### config.mk
export PLATFORM = sky130hd
export DESIGN_NAME = mem_port_arbiter
export DESIGN_NICKNAME = d
export VERILOG_FILES = /design/src/rtl/mem_port_arbiter.sv
export SDC_FILE = /design/constraint.sdc
export NUM_CORES = 1
export LEC_CHECK = 0
export CAP_MARGIN = 10
export CORE_MARGIN = 5
export CORE_UTILIZATION = 30
export CTS_CLUSTER_DIAMETER = 120
export DETAILED_ROUTE_END_ITERATION = 12
export GPL_ROUTABILITY_DRIVEN = 0
export PLACE_DENSITY = 0.65
export SLEW_MARGIN = 20
export SYNTH_ARGS = -nofsm -noshare
export SYNTH_HDL_FRONTEND = slang
export SYNTH_SLANG_ARGS = --single-unit
### constraint.sdc
create_clock -name clk -period 4.2 [get_ports clk]
set_input_delay 0.84 -clock clk [delete_from_list [all_inputs] [get_ports clk]]
set_output_delay 0.84 -clock clk [all_outputs]
set_load 0.05 [all_outputs]
### src/rtl/mem_port_arbiter.sv
`default_nettype none
// ============================================================================
// Module   : mem_port_arbiter
// Summary  : Shares one memory port between fetch (F) and data (D) requesters.
//            D wins ties; a streak limit forces F after MAX_D_STREAK D grants.
//            Optional watchdog abort is enabled by defining MEM_TIMEOUT_EN.
// Revision : 1.0 - initial release
// ============================================================================
module mem_port_arbiter #(
  parameter int ADDR_W         = 32,
  parameter int DATA_W         = 32,
  parameter int MAX_D_STREAK   = 4,
  parameter int TIMEOUT_CYCLES = 16
) (
  input  logic              clk,
  input  logic              reset,
  input  logic              f_req,
  input  logic [ADDR_W-1:0] f_addr,
  output logic              f_gnt,
  output logic              f_valid,
  output logic [DATA_W-1:0] f_rdata,
  input  logic              d_req,
  input  logic              d_we,
  input  logic [ADDR_W-1:0] d_addr,
  input  logic [DATA_W-1:0] d_wdata,
  output logic              d_gnt,
  output logic              d_done,
  output logic [DATA_W-1:0] d_rdata,
  output logic              mem_req,
  output logic [ADDR_W-1:0] mem_addr,
  output logic [DATA_W-1:0] mem_wdata,
  output logic              mem_write_en,
  input  logic              mem_ready,
  input  logic [DATA_W-1:0] mem_rdata,
  output logic              mem_error
);

  localparam int STREAK_W = $clog2(MAX_D_STREAK + 1);

  generate
    if (MAX_D_STREAK < 1 || TIMEOUT_CYCLES < 1) begin : g_bad_params
      $error("mem_port_arbiter: MAX_D_STREAK and TIMEOUT_CYCLES must be >= 1");
    end
  endgenerate

  typedef enum logic [1:0] {
    IDLE   = 2'd0,
    F_BUSY = 2'd1,
    D_BUSY = 2'd2
  } state_t;

  state_t              state_q, state_d;
  logic [STREAK_W-1:0] d_streak_q, d_streak_d;
  logic                f_gnt_q, f_gnt_d;
  logic                d_gnt_q, d_gnt_d;
  logic                f_valid_q, f_valid_d;
  logic                d_done_q, d_done_d;
  logic [DATA_W-1:0]   f_rdata_q, f_rdata_d;
  logic [DATA_W-1:0]   d_rdata_q, d_rdata_d;
  logic                mem_req_q, mem_req_d;
  logic [ADDR_W-1:0]   mem_addr_q, mem_addr_d;
  logic [DATA_W-1:0]   mem_wdata_q, mem_wdata_d;
  logic                mem_we_q, mem_we_d;
  logic                streak_full;

`ifdef MEM_TIMEOUT_EN
  localparam int WAIT_W = $clog2(TIMEOUT_CYCLES + 1);
  logic [WAIT_W-1:0] wait_cnt_q, wait_cnt_d;
  logic              mem_error_q, mem_error_d;
`endif

  assign streak_full = (d_streak_q == STREAK_W'(MAX_D_STREAK));

  always_comb begin
    state_d     = state_q;
    d_streak_d  = d_streak_q;
    f_gnt_d     = 1'b0;
    d_gnt_d     = 1'b0;
    f_valid_d   = 1'b0;
    d_done_d    = 1'b0;
    f_rdata_d   = f_rdata_q;
    d_rdata_d   = d_rdata_q;
    mem_req_d   = mem_req_q;
    mem_addr_d  = mem_addr_q;
    mem_wdata_d = mem_wdata_q;
    mem_we_d    = mem_we_q;
`ifdef MEM_TIMEOUT_EN
    wait_cnt_d  = wait_cnt_q;
    mem_error_d = 1'b0;
`endif
    unique case (state_q)
      IDLE: begin
        // D yields only when F is waiting and D has used up its streak.
        if (d_req && !(f_req && streak_full)) begin
          d_gnt_d     = 1'b1;
          mem_req_d   = 1'b1;
          mem_addr_d  = d_addr;
          mem_wdata_d = d_wdata;
          mem_we_d    = d_we;
          state_d     = D_BUSY;
          if (!f_req) begin
            d_streak_d = '0;
          end else if (!streak_full) begin
            d_streak_d = d_streak_q + STREAK_W'(1);
          end
`ifdef MEM_TIMEOUT_EN
          wait_cnt_d  = '0;
`endif
        end else if (f_req) begin
          f_gnt_d    = 1'b1;
          mem_req_d  = 1'b1;
          mem_addr_d = f_addr;
          mem_we_d   = 1'b0;
          state_d    = F_BUSY;
          d_streak_d = '0;
`ifdef MEM_TIMEOUT_EN
          wait_cnt_d = '0;
`endif
        end
      end
      F_BUSY, D_BUSY: begin
        if (mem_ready) begin
          mem_req_d = 1'b0;
          mem_we_d  = 1'b0;
          state_d   = IDLE;
          if (state_q == F_BUSY) begin
            f_rdata_d = mem_rdata;
            f_valid_d = 1'b1;
          end else begin
            d_done_d = 1'b1;
            if (!mem_we_q) begin
              d_rdata_d = mem_rdata;
            end
          end
        end
`ifdef MEM_TIMEOUT_EN
        else if (wait_cnt_q == WAIT_W'(TIMEOUT_CYCLES - 1)) begin
          // Watchdog abort: complete the transaction with zero data and flag it.
          mem_req_d   = 1'b0;
          mem_we_d    = 1'b0;
          mem_error_d = 1'b1;
          state_d     = IDLE;
          if (state_q == F_BUSY) begin
            f_rdata_d = '0;
            f_valid_d = 1'b1;
          end else begin
            d_rdata_d = '0;
            d_done_d  = 1'b1;
          end
        end else begin
          wait_cnt_d = wait_cnt_q + WAIT_W'(1);
        end
`endif
      end
      default: state_d = IDLE;
    endcase
  end

  always_ff @(posedge clk or negedge reset) begin
    if (!reset) begin
      state_q     <= IDLE;
      d_streak_q  <= '0;
      f_gnt_q     <= 1'b0;
      d_gnt_q     <= 1'b0;
      f_valid_q   <= 1'b0;
      d_done_q    <= 1'b0;
      f_rdata_q   <= '0;
      d_rdata_q   <= '0;
      mem_req_q   <= 1'b0;
      mem_addr_q  <= '0;
      mem_wdata_q <= '0;
      mem_we_q    <= 1'b0;
`ifdef MEM_TIMEOUT_EN
      wait_cnt_q  <= '0;
      mem_error_q <= 1'b0;
`endif
    end else begin
      state_q     <= state_d;
      d_streak_q  <= d_streak_d;
      f_gnt_q     <= f_gnt_d;
      d_gnt_q     <= d_gnt_d;
      f_valid_q   <= f_valid_d;
      d_done_q    <= d_done_d;
      f_rdata_q   <= f_rdata_d;
      d_rdata_q   <= d_rdata_d;
      mem_req_q   <= mem_req_d;
      mem_addr_q  <= mem_addr_d;
      mem_wdata_q <= mem_wdata_d;
      mem_we_q    <= mem_we_d;
`ifdef MEM_TIMEOUT_EN
      wait_cnt_q  <= wait_cnt_d;
      mem_error_q <= mem_error_d;
`endif
    end
  end

  assign f_gnt        = f_gnt_q;
  assign d_gnt        = d_gnt_q;
  assign f_valid      = f_valid_q;
  assign d_done       = d_done_q;
  assign f_rdata      = f_rdata_q;
  assign d_rdata      = d_rdata_q;
  assign mem_req      = mem_req_q;
  assign mem_addr     = mem_addr_q;
  assign mem_wdata    = mem_wdata_q;
  assign mem_write_en = mem_we_q;
`ifdef MEM_TIMEOUT_EN
  assign mem_error    = mem_error_q;
`else
  assign mem_error    = 1'b0;
`endif

endmodule

`default_nettype wire
==> impl_metrics.yaml, run 1 <==
die:
  ios: 269
  row_count: 50
  initial_core_util_pct: 30.7
  die_h_um: 149
  die_area_mm2: 0.0222
  die_w_um: 149
  core_mm2: 0.0188
drt:
  drc: 0
  dr.pass1.iters: 4
  totalWireLength_um: 17500
  wire_per_inst_um: 18.1
  drt-vias-per-instance: 4.73
  num_vias: 4572
  drt-initial-drc-count: 170
  ant_nets: 0
logic_synthesis:
  synth_top_cell_area_share_pct: 60.1
  ys_top_cells_by_area: "dfrtp_1, mux2_2, mux2_4, nand2_1, o211ai_1"
  ys_async_sr_fraction_pct: 100
  netlist_area_mm2: 0.00579
  synth_cells: 434
  yosysUniqueCellTypes: 29
  syn_avg_cell_area_um2: 13.3
  synth_edf_count: 0
  syn-num-nets: 572
  synth-seq-area-share_pct: 60.1
  netlist.top_cell.by_area: "dfrtp_1"
  yosys_warnings: 0
  synthFlopType: "dfrtp_1"
  synth-seq-cells: 139
place:
  post-dp-hpwl_um: 12600
  portBuffers: 267
setup_path:
  worstSetupStartpointType: "primary input"
  crit_arrival_ns: 3.27
  r2r_start: "state_q[1]"
  cp_max_fo: 36
  rrSetupSlack_ns: 1.66
  r2r_end: "mem_wdata[4]"
  cp-end-kind: "flop"
  crit_path_end: "mem_wdata[4]"
  critPathLaunch: "f_req"
  critPathRequiredTime_ns: 4.49
  r2r.worst_path.cells: 5
  crit_type: "primary input to flop"
clock_network:
  root_buffer: "clkbuf_16"
  cts_buffer_depth: 2
  cts_setup_buffers: 0
  cts_tree: "built"
  clk_pin_slew_ns: 0.05
  insertion_delay_ns: 0.41
  clock-sinks: 139
  cts_max_level: 4
  postCtsHoldBufs: 0
  cts_made_buffers: 17
  cts.repair.resized: 0
finish:
  multi_input_area_mm2: 0.00212
  num-fill-cells: 1604
  layout_common_cells: "clkdlybuf4s50_1, dfrtp_1, mux2_2, nand2_1"
  nets: 833
  diodes: 0
  areaGrowthSynthToFinish_pct: 59.7
  drive_above_1_share_pct: 20.0
  regArea_mm2: 0.00348
  final_common_cell: "clkdlybuf4s50_1"
grt:
  grt_max_degree: 104
  grt_pass1_wl_um: 27100
  grt_pass1_vias: 4965
  grt.total_usage_pct: 15.6
  grt_remaining_overflow: 0
  antenna_found_initial: 0
sta:
  clock_skew_ns: 0.00738
  rsz0062_at_grt: "false"
  fin_tns_setup_ns: 0
  tightest_slew_ns: 1.06
  setup_viol: 0
  finalCritPeriodShare_pct: 71.1
  max_freq_mhz: 335
  period_minus_slack_ns: 2.98
  relSlewSlack_pct: 29.3
  finalHoldViolCount: 0
  slew_violations: 0
pwr:
  p_total_mw: 9.17
  powerDensity_mw_per_mm2: 992
  power_leakage_nw: 3.83
  vdd_drop_max_v: 0.000442
run:
  drv_cap: 0
run_status:
  outcome: "finished clean"
hold_path:
  min_path_type: "flop to flop"
  worstHoldStart: "mem_req"
==> worst max-delay path, stage by stage <==
cell and delay [ns]:
clkdlybuf4s50_1 0.58, nand3_4 0.42, and3_2 0.97, mux2_2 0.43
==> layout make-up <==
| cell class | count | area share [%] |
|---|---|---|
| flip-flops and latches | 139 | 37.6 |
| repair buffers | 275 | 29.6 |
| multi-input cells | 257 | 23.0 |
| clock buffers | 24 | 5.43 |
| well taps | 260 | 3.52 |
| clock inverters | 6 | 0.677 |
| inverters | 5 | 0.203 |
==> state kept, by name, indices dropped and copies added (netlist names) <==
name          flops
mem_addr         32
d_streak_q        3
d_gnt             1
mem_req           1
f_rdata          32
d_done            1
d_rdata          32
state_q           2
f_gnt             1
mem_wdata        32
f_valid           1
mem_write_en      1
==> cell families after synthesis <==
group	after synthesis	share of synthesized area, %
AO/OA/AOI/OAI	43	5.64
adder cells (fa/ha/maj)	4	0.865
buffers and inverters	38	3.44
flip-flops	139	60.1
multiplexers	98	20.8
other	1	0.0648
AND/OR/NAND/NOR	111	9.14
==> worst min-delay path by stage <==
stage	endpoint	slack, ns	depth (start not counted)
2_1_floorplan	state_q[1]	0.48	1
3_3_place_gp	mem_req	0.47	1
3_5_place_dp	mem_req	0.49	1
4_1_cts	mem_req	0.50	1
5_1_grt	f_rdata[31]	0.52	1
6_report	mem_req	0.49	1
==> where the power goes <==
part	leakage (nW)	total [mW]	internal (mW)	switching (mW)
registers	1.67	2.40	2.02	0.381
clock network	0.270	1.42	0.884	0.538
logic	1.89	5.35	1.97	3.38
total	3.83	9.17	4.87	4.30
==> through the flow <==
stage          std cells  util [%]  cell area, um2  setup slack, ns  hold WS (ns)
2_1_floorplan        434         -            5790             2.23         0.481
3_3_place_gp         936      46.1            8680            0.888         0.468
3_5_place_dp         936      46.1            8680            0.824         0.485
4_1_cts              966      49.1            9240             1.24         0.497
5_1_grt              966      49.1            9240             1.12         0.518
6_report             966      49.1            9240             1.22         0.485
==> cell usage after synthesis (2+ instances only) <==
master / n
buf_6: 4
mux2_4: 26
mux2_2: 72
inv_1: 5
nor2_1: 5
ha_1: 4
and2_1: 2
dfrtp_1: 139
clkbuf_1: 12
buf_4: 2
a32o_1: 3
nand2_1: 67
nand4_1: 32
o211ai_1: 32
buf_2: 15
==> routing by layer <==
metal | share of wire [%] | wire, um | global-route usage, % | vias up
met5 | 0 | 0 | 0 | -
met1 | 39 | 6880 | 18.3 | 2239
met2 | 51 | 8890 | 26.6 | 222
met4 | 2.8 | 498 | 7.32 | 0
li1 | - | - | - | 2079
met3 | 7.2 | 1260 | 4.16 | 32
Power figures use the tool's default switching activity.
==> inputs of run 2 (changes only) <==
PLACE_DENSITY = 0.67   (was 0.65)
clock period = 2.6 ns   (was 4.2 ns; I/O delays follow)
==> impl_metrics.yaml, run 2 (synthesis gave the netlist of run 1 again) <==
setup_path:
  slowest_delay_ns: 0.87
  crit_type: "flop to primary output"
  cp.depth: 1
  r2r.worst_path.cells: 6
  worstSetupStartpointType: "flop"
  cp_cell_sequence: "clkdlybuf4s50_1"
  cp-end-kind: "primary output"
  critical-path-top-delay-family: "buffers and inverters"
  cp_slowest_cell: "clkdlybuf4s50_1"
  path_buf_inv: 1
  critPathRequiredTime_ns: 2.08
  cp_max_fo: 3
  crit_arrival_ns: 1.69
sta:
  max_freq_mhz: 453
  finalHoldViolCount: 0
  finalCritPeriodShare_pct: 84.9
  rsz0062_at_grt: "false"
  clock_skew_ns: 0.00967
  relSlewSlack_pct: 60.9
  setup_viol: 0
  postLayoutSetupSlackWorst_ns: 0.391
  period_minus_slack_ns: 2.21
  tightest_slew_ns: 0.584
  slew_violations: 0
  whs_ns: 0.493
  fin_tns_setup_ns: 0
place:
  dp_worst_setup_slack_ns: 0.355
  post-dp-hpwl_um: 12800
  portBuffers: 267
  dp.cells: 944
  placed_cell_area_mm2: 0.00876
clock_network:
  clock-sinks: 139
  cts.repair.resized: 0
  cts_buffer_depth: 2
  root_buffer: "clkbuf_16"
  cts_tree: "built"
  clk_pin_slew_ns: 0.06
  insertion_delay_ns: 0.41
  cts_max_level: 4
  cts_made_buffers: 17
drt:
  drc: 0
  wire_per_inst_um: 17.4
  num_vias: 4588
  drt-vias-per-instance: 4.70
  drt-initial-drc-count: 166
  ant_nets: 0
  totalWireLength_um: 17000
  dr.pass1.iters: 4
run:
  drv_cap: 0
finish:
  fin_cells: 977
  postLayoutCellArea_mm2: 0.00937
  layout_common_cells: "clkdlybuf4s50_1, dfrtp_1, mux2_2, nand2_1"
  utilization_pct: 49.8
  final_common_cell: "clkdlybuf4s50_1"
  nets: 842
  areaGrowthSynthToFinish_pct: 62.0
  drive_above_1_share_pct: 20.9
  diodes: 0
pwr:
  power.share.clock_pct: 16.4
  vdd_drop_max_v: 0.000597
  cell_internal_pwr_mw: 8.00
  switching_power_mw: 7.00
  p_total_mw: 15.0
  combPwrFrac_pct: 57.9
  power_leakage_nw: 3.89
  pwr-share-seq_pct: 25.7
  powerDensity_mw_per_mm2: 1600
  p_sw_share_pct: 46.7
grt:
  antenna_found_initial: 1
  grt.total_usage_pct: 15.2
  grt_pass1_wl_um: 26900
  grt_pass1_vias: 4972
  grt_remaining_overflow: 0
  grt_max_degree: 59
die:
  ios: 269
  die_w_um: 149
  row_count: 50
  initial_core_util_pct: 30.7
  die_h_um: 149
  core_mm2: 0.0188
  die_area_mm2: 0.0222
hold_path:
  min_path_type: "flop to flop"
  holdPathStages: 1
run_status:
  outcome: "finished clean"
run 2: final cells by class:
class                      count  area [um2]
clock buffer                  19         433
fill                        1628        9460
clock inverter                13         168
inverter                       5        18.8
sequential                   139        3480
timing repair buffer         284        2830
tap                          260         325
multi-input combinational    257        2120
run 2: what timing repair did:
item                      4_1_cts  5_1_grt
hold endpoints to repair        1        0
hold buffers                    1        0
setup buffers                   0        0
run 2: power by group through the flow:
stage	sequential, mW	combinational, mW	clock [mW]
CTS	3.87	8.77	2.52
global route	4.00	9.06	2.63
detailed placement	3.89	8.75	0
floorplan	7.51	2.05	0
finish	3.86	8.68	2.46
global placement	3.85	8.63	0
run 2: per-layer routing:
layer  share of wire, %  GRT usage (%)
met1                 39           18.0
met2                 49           25.5
met3                9.7           5.65
met4                1.8           5.40
met5              0.041              0
run 2: final timing paths:
path                                      end  slack, ns     startpoint
worst max register to register  mem_wdata[25]       0.83  d_streak_q[0]
worst max-delay path             mem_write_en       0.39   mem_write_en
min in group asynchronous         d_rdata[18]       0.58          reset
max in group asynchronous         d_rdata[28]       1.35          reset
worst min register to register        mem_req       0.49        mem_req
worst min-delay path                  mem_req       0.49        mem_req
